`config.mk`:
```
export PLATFORM = sky130hd
export DESIGN_NAME = scan_sequencer_4ch
export DESIGN_NICKNAME = d
export VERILOG_FILES = /design/src/rtl/scan_pkg.sv /design/src/rtl/scan_next_ch.sv /design/src/rtl/scan_sequencer_4ch.sv
export SDC_FILE = /design/constraint.sdc
export NUM_CORES = 1
export LEC_CHECK = 0
export CORE_MARGIN = 2
export CORE_UTILIZATION = 51
export CTS_BUF_LIST = sky130_fd_sc_hd__clkbuf_16
export CTS_CLUSTER_DIAMETER = 120
export DETAILED_ROUTE_END_ITERATION = 8
export HOLD_SLACK_MARGIN = 0.06
export PLACE_DENSITY = 0.78
export SLEW_MARGIN = 10
export SYNTH_ARGS = -nofsm -noshare
export SYNTH_HDL_FRONTEND = slang
export SYNTH_SLANG_ARGS = --single-unit
```
`constraint.sdc`:
```
create_clock -name clk -period 1.6 [get_ports clk]
set_input_delay 0.32 -clock clk [delete_from_list [all_inputs] [get_ports clk]]
set_output_delay 0.32 -clock clk [all_outputs]
set_load 0.02 [all_outputs]
```
`src/rtl/scan_pkg.sv`:
```
// -----------------------------------------------------------------------------
// scan_pkg
// Shared types and constants for the 4-channel scan sequencer.
//   scan_state_t : sequencer FSM states (IDLE, DWELL, BLANK)
//   NUM_CH       : number of scanned channels
//   SEL_W        : width of the channel select
// -----------------------------------------------------------------------------
package scan_pkg;

    localparam int NUM_CH = 4;
    localparam int SEL_W  = 2;

    typedef enum logic [1:0] {
        IDLE  = 2'd0,
        DWELL = 2'd1,
        BLANK = 2'd2
    } scan_state_t;

endpackage

```
`src/rtl/scan_next_ch.sv`:
```
// -----------------------------------------------------------------------------
// scan_next_ch
// Combinational round-robin search for the next enabled channel.
// Ports:
//   cur_sel   in   SEL_W   channel the search starts after
//   ch_mask   in   NUM_CH  bit i=1 means channel i is eligible
//   nxt_sel   out  SEL_W   first set channel among cur_sel+1..cur_sel+4 (mod 4)
//   nxt_valid out  1       at least one channel is eligible
//   wrap      out  1       nxt_sel <= cur_sel (the search wrapped or repeated)
// Feeding cur_sel = all-ones turns the search into "lowest set bit".
// -----------------------------------------------------------------------------
module scan_next_ch
    import scan_pkg::*;
(
    input  logic [SEL_W-1:0]  cur_sel,
    input  logic [NUM_CH-1:0] ch_mask,
    output logic [SEL_W-1:0]  nxt_sel,
    output logic              nxt_valid,
    output logic              wrap
);

    always_comb begin
        nxt_sel = cur_sel;
        // Walk from the farthest offset to the nearest so the nearest set
        // channel is the last one written and therefore wins.
        for (int k = NUM_CH; k >= 1; k--) begin
            logic [SEL_W-1:0] idx;
            idx = cur_sel + SEL_W'(k);
            if (ch_mask[idx]) begin
                nxt_sel = idx;
            end
        end
        nxt_valid = |ch_mask;
        wrap      = (nxt_sel <= cur_sel);
    end

endmodule

```
`src/rtl/scan_sequencer_4ch.sv`:
```
// -----------------------------------------------------------------------------
// scan_sequencer_4ch
// Drives the select/enable of a 2:4 one-hot decoder. Visits the channels set
// in ch_mask round-robin, holding each enabled for DWELL_CYCLES cycles and
// then blanking the enable for BLANK_CYCLES cycles to avoid ghosting.
// Parameters:
//   DWELL_CYCLES  cycles with en=1 per visit (>=1)
//   BLANK_CYCLES  cycles with en=0 after each dwell (>=0, 0 = no gap)
//   CNT_W         width of the internal cycle counter
// Ports:
//   clk         in   1   rising-edge clock
//   rst_n       in   1   asynchronous active-low reset
//   run         in   1   level, 1 = scan, 0 = stop
//   ch_mask     in   4   channel participation mask
//   sel         out  2   registered channel select
//   en          out  1   registered decoder enable
//   frame_done  out  1   one-cycle pulse after each frame-end advance
// Build option:
//   SCAN_FRAME_PULSE_EN  when defined, adds the frame_done port and flop.
// -----------------------------------------------------------------------------
module scan_sequencer_4ch
    import scan_pkg::*;
#(
    parameter int DWELL_CYCLES = 4,
    parameter int BLANK_CYCLES = 1,
    parameter int CNT_W        = 16
)(
    input  logic              clk,
    input  logic              rst_n,
    input  logic              run,
    input  logic [NUM_CH-1:0] ch_mask,
    output logic [SEL_W-1:0]  sel,
`ifdef SCAN_FRAME_PULSE_EN
    output logic              en,
    output logic              frame_done
`else
    output logic              en
`endif
);

    localparam logic [CNT_W-1:0] DWELL_LAST = CNT_W'(DWELL_CYCLES - 1);
    localparam logic [CNT_W-1:0] BLANK_LAST =
        CNT_W'((BLANK_CYCLES > 0) ? (BLANK_CYCLES - 1) : 0);

    scan_state_t       r_state;
    logic [CNT_W-1:0]  r_cnt;
    logic [SEL_W-1:0]  r_sel;
    logic              r_en;

    logic [SEL_W-1:0]  w_cur_sel;
    logic [SEL_W-1:0]  w_nxt_sel;
    logic              w_nxt_valid;
    logic              w_dwell_end;
    logic              w_blank_end;
    logic              w_advance;

    // In IDLE the search starts "after channel 3", yielding the lowest set
    // channel, so a restart never resumes from the last visited channel.
    assign w_cur_sel = (r_state == IDLE) ? {SEL_W{1'b1}} : r_sel;

`ifdef SCAN_FRAME_PULSE_EN
    logic w_wrap;
    logic r_frame_done;

    scan_next_ch u_next_ch (
        .cur_sel   (w_cur_sel),
        .ch_mask   (ch_mask),
        .nxt_sel   (w_nxt_sel),
        .nxt_valid (w_nxt_valid),
        .wrap      (w_wrap)
    );
`else
    scan_next_ch u_next_ch (
        .cur_sel   (w_cur_sel),
        .ch_mask   (ch_mask),
        .nxt_sel   (w_nxt_sel),
        .nxt_valid (w_nxt_valid),
        .wrap      ()
    );
`endif

    assign w_dwell_end = (r_state == DWELL) && (r_cnt == DWELL_LAST);
    assign w_blank_end = (r_state == BLANK) && (r_cnt == BLANK_LAST);
    // With no blank gap the dwell end advances directly, en stays high.
    assign w_advance   = w_blank_end || (w_dwell_end && (BLANK_CYCLES == 0));

    always_ff @(posedge clk or negedge rst_n) begin
        if (!rst_n) begin
            r_state <= IDLE;
            r_cnt   <= '0;
            r_sel   <= '0;
            r_en    <= 1'b0;
`ifdef SCAN_FRAME_PULSE_EN
            r_frame_done <= 1'b0;
`endif
        end else begin
`ifdef SCAN_FRAME_PULSE_EN
            // Single-cycle pulse; only a frame-end advance raises it.
            r_frame_done <= 1'b0;
`endif
            if (r_state == IDLE) begin
                r_en <= 1'b0;
                if (run && w_nxt_valid) begin
                    r_sel   <= w_nxt_sel;
                    r_en    <= 1'b1;
                    r_cnt   <= '0;
                    r_state <= DWELL;
                end
            end else if (!run) begin
                // Stop takes priority over the counter expiring this cycle.
                r_en    <= 1'b0;
                r_cnt   <= '0;
                r_state <= IDLE;
            end else if (w_advance) begin
                r_cnt <= '0;
                if (w_nxt_valid) begin
                    r_sel   <= w_nxt_sel;
                    r_en    <= 1'b1;
                    r_state <= DWELL;
`ifdef SCAN_FRAME_PULSE_EN
                    r_frame_done <= w_wrap;
`endif
                end else begin
                    r_en    <= 1'b0;
                    r_state <= IDLE;
                end
            end else if (w_dwell_end) begin
                r_en    <= 1'b0;
                r_cnt   <= '0;
                r_state <= BLANK;
            end else begin
                r_cnt <= r_cnt + CNT_W'(1);
            end
        end
    end

    assign sel = r_sel;
    assign en  = r_en;
`ifdef SCAN_FRAME_PULSE_EN
    assign frame_done = r_frame_done;
`endif

endmodule

```
After elaboration in Yosys (flattened, before gate mapping)
Index checks and enable logic that the tools add are counted.
{ "classes": {"n_addsub": 4, "n_lt_le_gt_ge": 3, "n_eq_ne": 5, "mux": 32, "reduce_logical": 11} }
{ "ops": {"columns": ["cell", "count"], "rows": [
  ["16-bit two-way mux", 5],
  ["2-bit two-way mux", 14],
  ["16-bit by 1-bit adder with 16-bit output, second input constant", 1],
  ["16-bit by 2-bit == test with 1-bit output, second input constant", 1],
  ["16-bit zero test", 1],
  ["1-bit two-way mux", 10],
  ["2-bit by 3-bit less-than comparator with 1-bit output, second input constant", 3],
  ["1-bit binary-select mux with 2-bit select", 3],
  ["2-bit nonzero test", 3],
  ["2-bit adder, second input constant", 2],
  ["4-bit by 1-bit inequality test with 1-bit output, second input constant", 1],
  ["4-bit AND reduction", 1],
  ["4-bit OR reduction", 1],
  ["1-bit logical AND", 3],
  ["2-bit by 1-bit adder with 2-bit output, second input constant", 1],
  ["2-bit by 1-bit == test with 1-bit output, second input constant", 1],
  ["2-bit == test, second input constant", 1],
  ["2-bit zero test", 1],
  ["2-bit by 1-bit inequality test with 1-bit output, second input constant", 1],
  ["2-bit AND reduction", 1]
]} }
{ "totals": {"register_bits": 21, "inputBits": 7, "elab_cells": 59} }

Depth between registers and ports, before layout
{ "logic_depth": {"depth_word": 12, "depth_mapped": 9, "depth_no_buf": 7} }

Modules after synthesis
A second synthesis with hierarchy kept.
{ "unflattened": {"hier_cells": 150, "hier_area_um2": 1347.5} }
{ "by_module_without_submodules": {"columns": ["mod", "n_inst", "cells_per_inst", "area_each_um2", "seq_area_each_um2"], "rows": [
  ["scan_sequencer_4ch", 1, 129, 1217.4, 525.5],
  ["scan_next_ch", 1, 21, 130.1, 0.0]
]} }

Worst setup path before layout
OpenSTA, ideal clock, no wires.
{ "synth_timing": {"path_type": "flip-flop to flip-flop", "start": "register r_cnt[0]", "end": "register r_cnt[6]", "setup_ps": 121, "t_arrival_ps": 1675, "required_time_ps": 1479, "slack_ps": -196, "stages_incl_launch_ff": 9, "path_buffers": 2, "synth_period_minus_slack_ps": 1796, "cell_sequence": "dfrtp_1 -> inv_1 -> ha_1 -> nor4b_1 -> nand4_2 -> and3_1 -> buf_6 -> buf_8 -> a22o_1"} }
{ "synth_via": {"elab_chain_cells": 6} }
{ "synth_rtl": {"columns": ["element", "line_no", "rtl"], "rows": [
  ["start, declared", "scan_sequencer_4ch.sv:46", "logic [CNT_W-1:0] r_cnt;"],
  ["start signal, assigned", "scan_sequencer_4ch.sv:132", "r_cnt <= r_cnt + CNT_W'(1);"],
  ["branches (longest 3 deep; another with 16-bit by 1-bit adder with 16-bit output)", null, null],
  ["16-bit two-way mux *", "scan_sequencer_4ch.sv:114", "end else if (w_advance) begin"],
  ["16-bit two-way mux *", "scan_sequencer_4ch.sv:109", "end else if (!run) begin"],
  ["16-bit two-way mux *", "scan_sequencer_4ch.sv:101", "if (r_state == IDLE) begin"]
]} }
Every way passes the cells marked *.
A chain may end at the register's enable or synchronous reset.

Worst setup path after layout
{ "layout_timing": {"start": "input ch_mask[2]", "end": "register r_sel[0], in the netlist sel[0]"} }
{ "layout_via": {"elab_chain_cells": 9} }
{ "layout_rtl": {"columns": ["element", "line_no", "rtl"], "rows": [
  ["start, declared", "scan_sequencer_4ch.sv:31", "input logic [NUM_CH-1:0] ch_mask,"],
  ["1-bit binary-select mux with 2-bit select", "scan_next_ch.sv:29", "if (ch_mask[idx]) begin"],
  ["1-bit two-way mux (implied by the code)", "scan_next_ch.sv:29", null],
  ["2-bit two-way mux (3 in a row)", "scan_next_ch.sv:29", null],
  ["2-bit two-way mux", "scan_sequencer_4ch.sv:116", "if (w_nxt_valid) begin"],
  ["2-bit two-way mux", "scan_sequencer_4ch.sv:114", null],
  ["2-bit two-way mux", "scan_sequencer_4ch.sv:109", null],
  ["2-bit two-way mux", "scan_sequencer_4ch.sv:101", null],
  ["end signal, assigned", "scan_sequencer_4ch.sv:104", "r_sel <= w_nxt_sel;"],
  ["end signal, assigned", "scan_sequencer_4ch.sv:117", "r_sel <= w_nxt_sel;"],
  ["end, declared", "scan_sequencer_4ch.sv:47", "logic [SEL_W-1:0] r_sel;"]
]} }
Parallel ways exist; a longest one is shown, timed or not. The select of a mux whose other input is x is not followed.

==> impl_metrics.json <==
{
  "synth_most_common_cell": "dfrtp_1",
  "pwr-share-clk_pct": 21.9,
  "synth_xor_area_share_pct": 2.03,
  "status": "finished with violations",
  "hpwl_um": 2610,
  "synth_top_family_by_area": "simple AND/OR/NAND/NOR gates",
  "cts_tree": "yes",
  "port_buffers": 9,
  "cts_root_buf": "clkbuf_16",
  "violations": "setup timing",
  "worstPathRequired_ns": 1.74,
  "dr.pass1.iters": 5,
  "die_w_um": 54.4,
  "setup_viol": 21,
  "drt-total-wl_um": 5010,
  "drt_iter0_markers": 137,
  "cts.htree.levels": 1,
  "peakVddDrop_uv": 1330,
  "clock_skew_ns": 0.00193,
  "fp.coreArea_um2": 2430,
  "synth_edf_count": 0,
  "grt_max_degree": 22,
  "tightestPinTransition_ns": 0.378,
  "yosys.area_share.adder_pct": 1.93,
  "fin_crit_ns": 1.82,
  "io_pins": 10,
  "hold_viol_final": 0,
  "clock_latency_ns": 0.26,
  "finalCritPeriodShare_pct": 114,
  "seq_area_frac_synth_pct": 40.6,
  "leakagePower_nw": 0.927,
  "area_growth_pct": 58.0,
  "drc": 0,
  "syn_inst": 146,
  "yosys.area.top_type": "dfrtp_1",
  "nets": 212,
  "slew_violations": 0,
  "ys_warn_count": 0,
  "start_util_pct": 53.2,
  "fin_ws_ns": -0.221,
  "numCtsBuffers": 3,
  "synthSimpleGateAreaFrac_pct": 31.2,
  "cp-start-kind": "input pin",
  "slew_headroom_pct": 74.7,
  "routabilityCongestion": 0.891,
  "crit_arrival_ns": 1.96,
  "cts.sinks": 21,
  "drive_above_1_share_pct": 41.1,
  "ys_seq_elements": 21,
  "grtUsageTotal_pct": 28.4,
  "dieArea_um2": 2960,
  "grt-ovfl-total": 0,
  "path_class": "in2reg",
  "netlist_top_cells_count": "21 x dfrtp_1, 17 x nand2_1, 14 x nand3_1",
  "die-height_um": 54.4,
  "comb_power_share_pct": 50.1,
  "cap_violations": 0,
  "internal-power_mw": 1.48,
  "hold_class": "in2async",
  "syn_nets": 155,
  "clock_path_buffers": 2,
  "via_per_inst": 6.82,
  "muxShareOfSynthArea_pct": 0,
  "antenna_left": 0,
  "worstSetupEndpointType": "flop",
  "max_freq_mhz": 549,
  "power_density_nw_per_um2": 1200,
  "clk_pin_slew_ns": 0.06,
  "async_reset_ff_share_pct": 100,
  "routedWlPerCell_um": 21.6,
  "grt_pass1_wl_um": 5930,
  "synth_cell_types": 36,
  "pwr-share-seq_pct": 28.1,
  "synth_compound_area_share_pct": 19.4,
  "num_antenna_cells": 0,
  "dp_slack_ns": -0.404,
  "rsz0062_at_grt": "true",
  "cts_hold_buf": 0,
  "rows": 18,
  "syn_area_um2": 1290,
  "synthFlopType": "dfrtp_1",
  "num_vias": 1583,
  "hold_slack_ns": 0.409,
  "antenna_found_initial": 0,
  "synth_top_area_share_pct": 40.6,
  "cp_max_fo": 6,
  "grt_pass1_vias": 1365,
  "swShare_pct": 39.4,
  "synth_area_leaders": "dfrtp_1 41%, nand3_1 5.4%, nand2_1 4.9%, o21ai_0 4.6%, a21oi_1 4.3%",
  "p_sw_mw": 0.964,
  "syn_avg_cell_area_um2": 8.86
}
-- kinds of logic (layout without fill, tap and decap cells) --
group / Yosys count / in the layout
AO/OA/AOI/OAI: 41 / 41
XOR/XNOR: 3 / 3
AND/OR/NAND/NOR: 68 / 69
buffers and inverters: 11 / 66
flip-flops: 21 / 21
adder cells (fa/ha/maj): 2 / 2
-- state kept, by name, summed over array words and instances, names as in the netlist --
signal / cells
r_state: 2
r_cnt: 16
sel: 2
en: 1
-- final timing paths --
path,start,end,slack (ns),cells after the start
min reg2reg,en,en,0.49,1
max,ch_mask[2],sel[0],-0.22,6
min,rst_n,r_cnt[3],0.41,2
min in group clk,en,en,0.49,1
max reg2reg,r_cnt[2],sel[0],-0.22,7
max in group asynchronous,rst_n,sel[0],0.97,2
-- cell type report --
class | instances | area [um^2]
multi-input combinational | 115 | 916
sequential | 21 | 526
timing repair buffer | 55 | 460
fill | 115 | 388
clock buffer | 3 | 75.1
tap | 30 | 37.5
inverter | 7 | 26.3
clock inverter | 1 | 3.75
-- layout by cell type (no fill, tap or decap), types with 2 or more instances in the layout --
cell | synthesis | routed
clkbuf_16 | 0 | 3
nand3_2 | 0 | 3
o21ai_1 | 0 | 4
o21ai_0 | 12 | 6
or3_1 | 7 | 6
nand3_1 | 14 | 9
a21o_1 | 2 | 2
and4_2 | 2 | 2
nor4_4 | 1 | 3
nand4_1 | 4 | 4
buf_6 | 1 | 3
dlygate4sd2_1 | 0 | 3
o22a_1 | 2 | 2
o21ai_2 | 0 | 2
clkdlybuf4s50_1 | 0 | 4
buf_4 | 0 | 42
dfrtp_1 | 21 | 21
inv_1 | 7 | 7
dlymetal6s2s_1 | 0 | 2
a21oi_1 | 11 | 7
and3_4 | 0 | 2
ha_2 | 0 | 2
nor2_2 | 0 | 3
and3_1 | 4 | 3
a21oi_2 | 0 | 4
xor2_1 | 3 | 3
nand3_4 | 0 | 2
nor2_1 | 5 | 2
nor3_1 | 2 | 2
a31oi_1 | 7 | 6
nor4b_4 | 0 | 2
nand2_1 | 17 | 17
-- per-stage QoR --
stage               std cells  TNS [ns]  util [%]  instance area [um^2]  total power, mW
floorplan                 146    -0.460         -                  1350             1.19
global placement          216     -4.01      69.7                  1700             1.50
detailed placement        216     -5.80      69.7                  1700             1.53
CTS                       227     -1.53      77.2                  1880             2.16
global route              232     -4.49      84.1                  2040             2.51
finish                    232     -3.08      84.1                  2040             2.45
-- per-layer routing --
metal | share of wire, % | track usage (%) | vias up
li1 | - | - | 668
met2 | 48 | 46.2 | 122
met4 | 5.6 | 15.4 | 0
met1 | 37 | 35.8 | 754
met3 | 9.9 | 4.64 | 39
met5 | 0 | 0 | -
-- timing repair --
item                                   in CTS  in global routing
pin swaps                                   7                 13
resized for setup                          14                 30
endpoints found under the hold margin       0                  0
gates cloned                                0                  1
setup endpoints to repair                  23                 21
buffers inserted                            7                  4
-- worst max-delay path, cell delays in order --
cell and delay, ns:
clkdlybuf4s50_1 0.62, nor4b_1 0.32, a31oi_1 0.10, a31oi_1 0.35, or3_4 0.20, a21oi_2 0.05
-- power by group through the flow --
stage	combinational [mW]	clock [mW]	sequential, mW
finish	1.23	0.535	0.687
global route	1.26	0.549	0.694
CTS	0.953	0.525	0.678
detailed placement	0.842	0	0.693
global placement	0.812	0	0.687
floorplan	0.472	0	0.720
No activity file was read; power rests on OpenSTA's default activity.
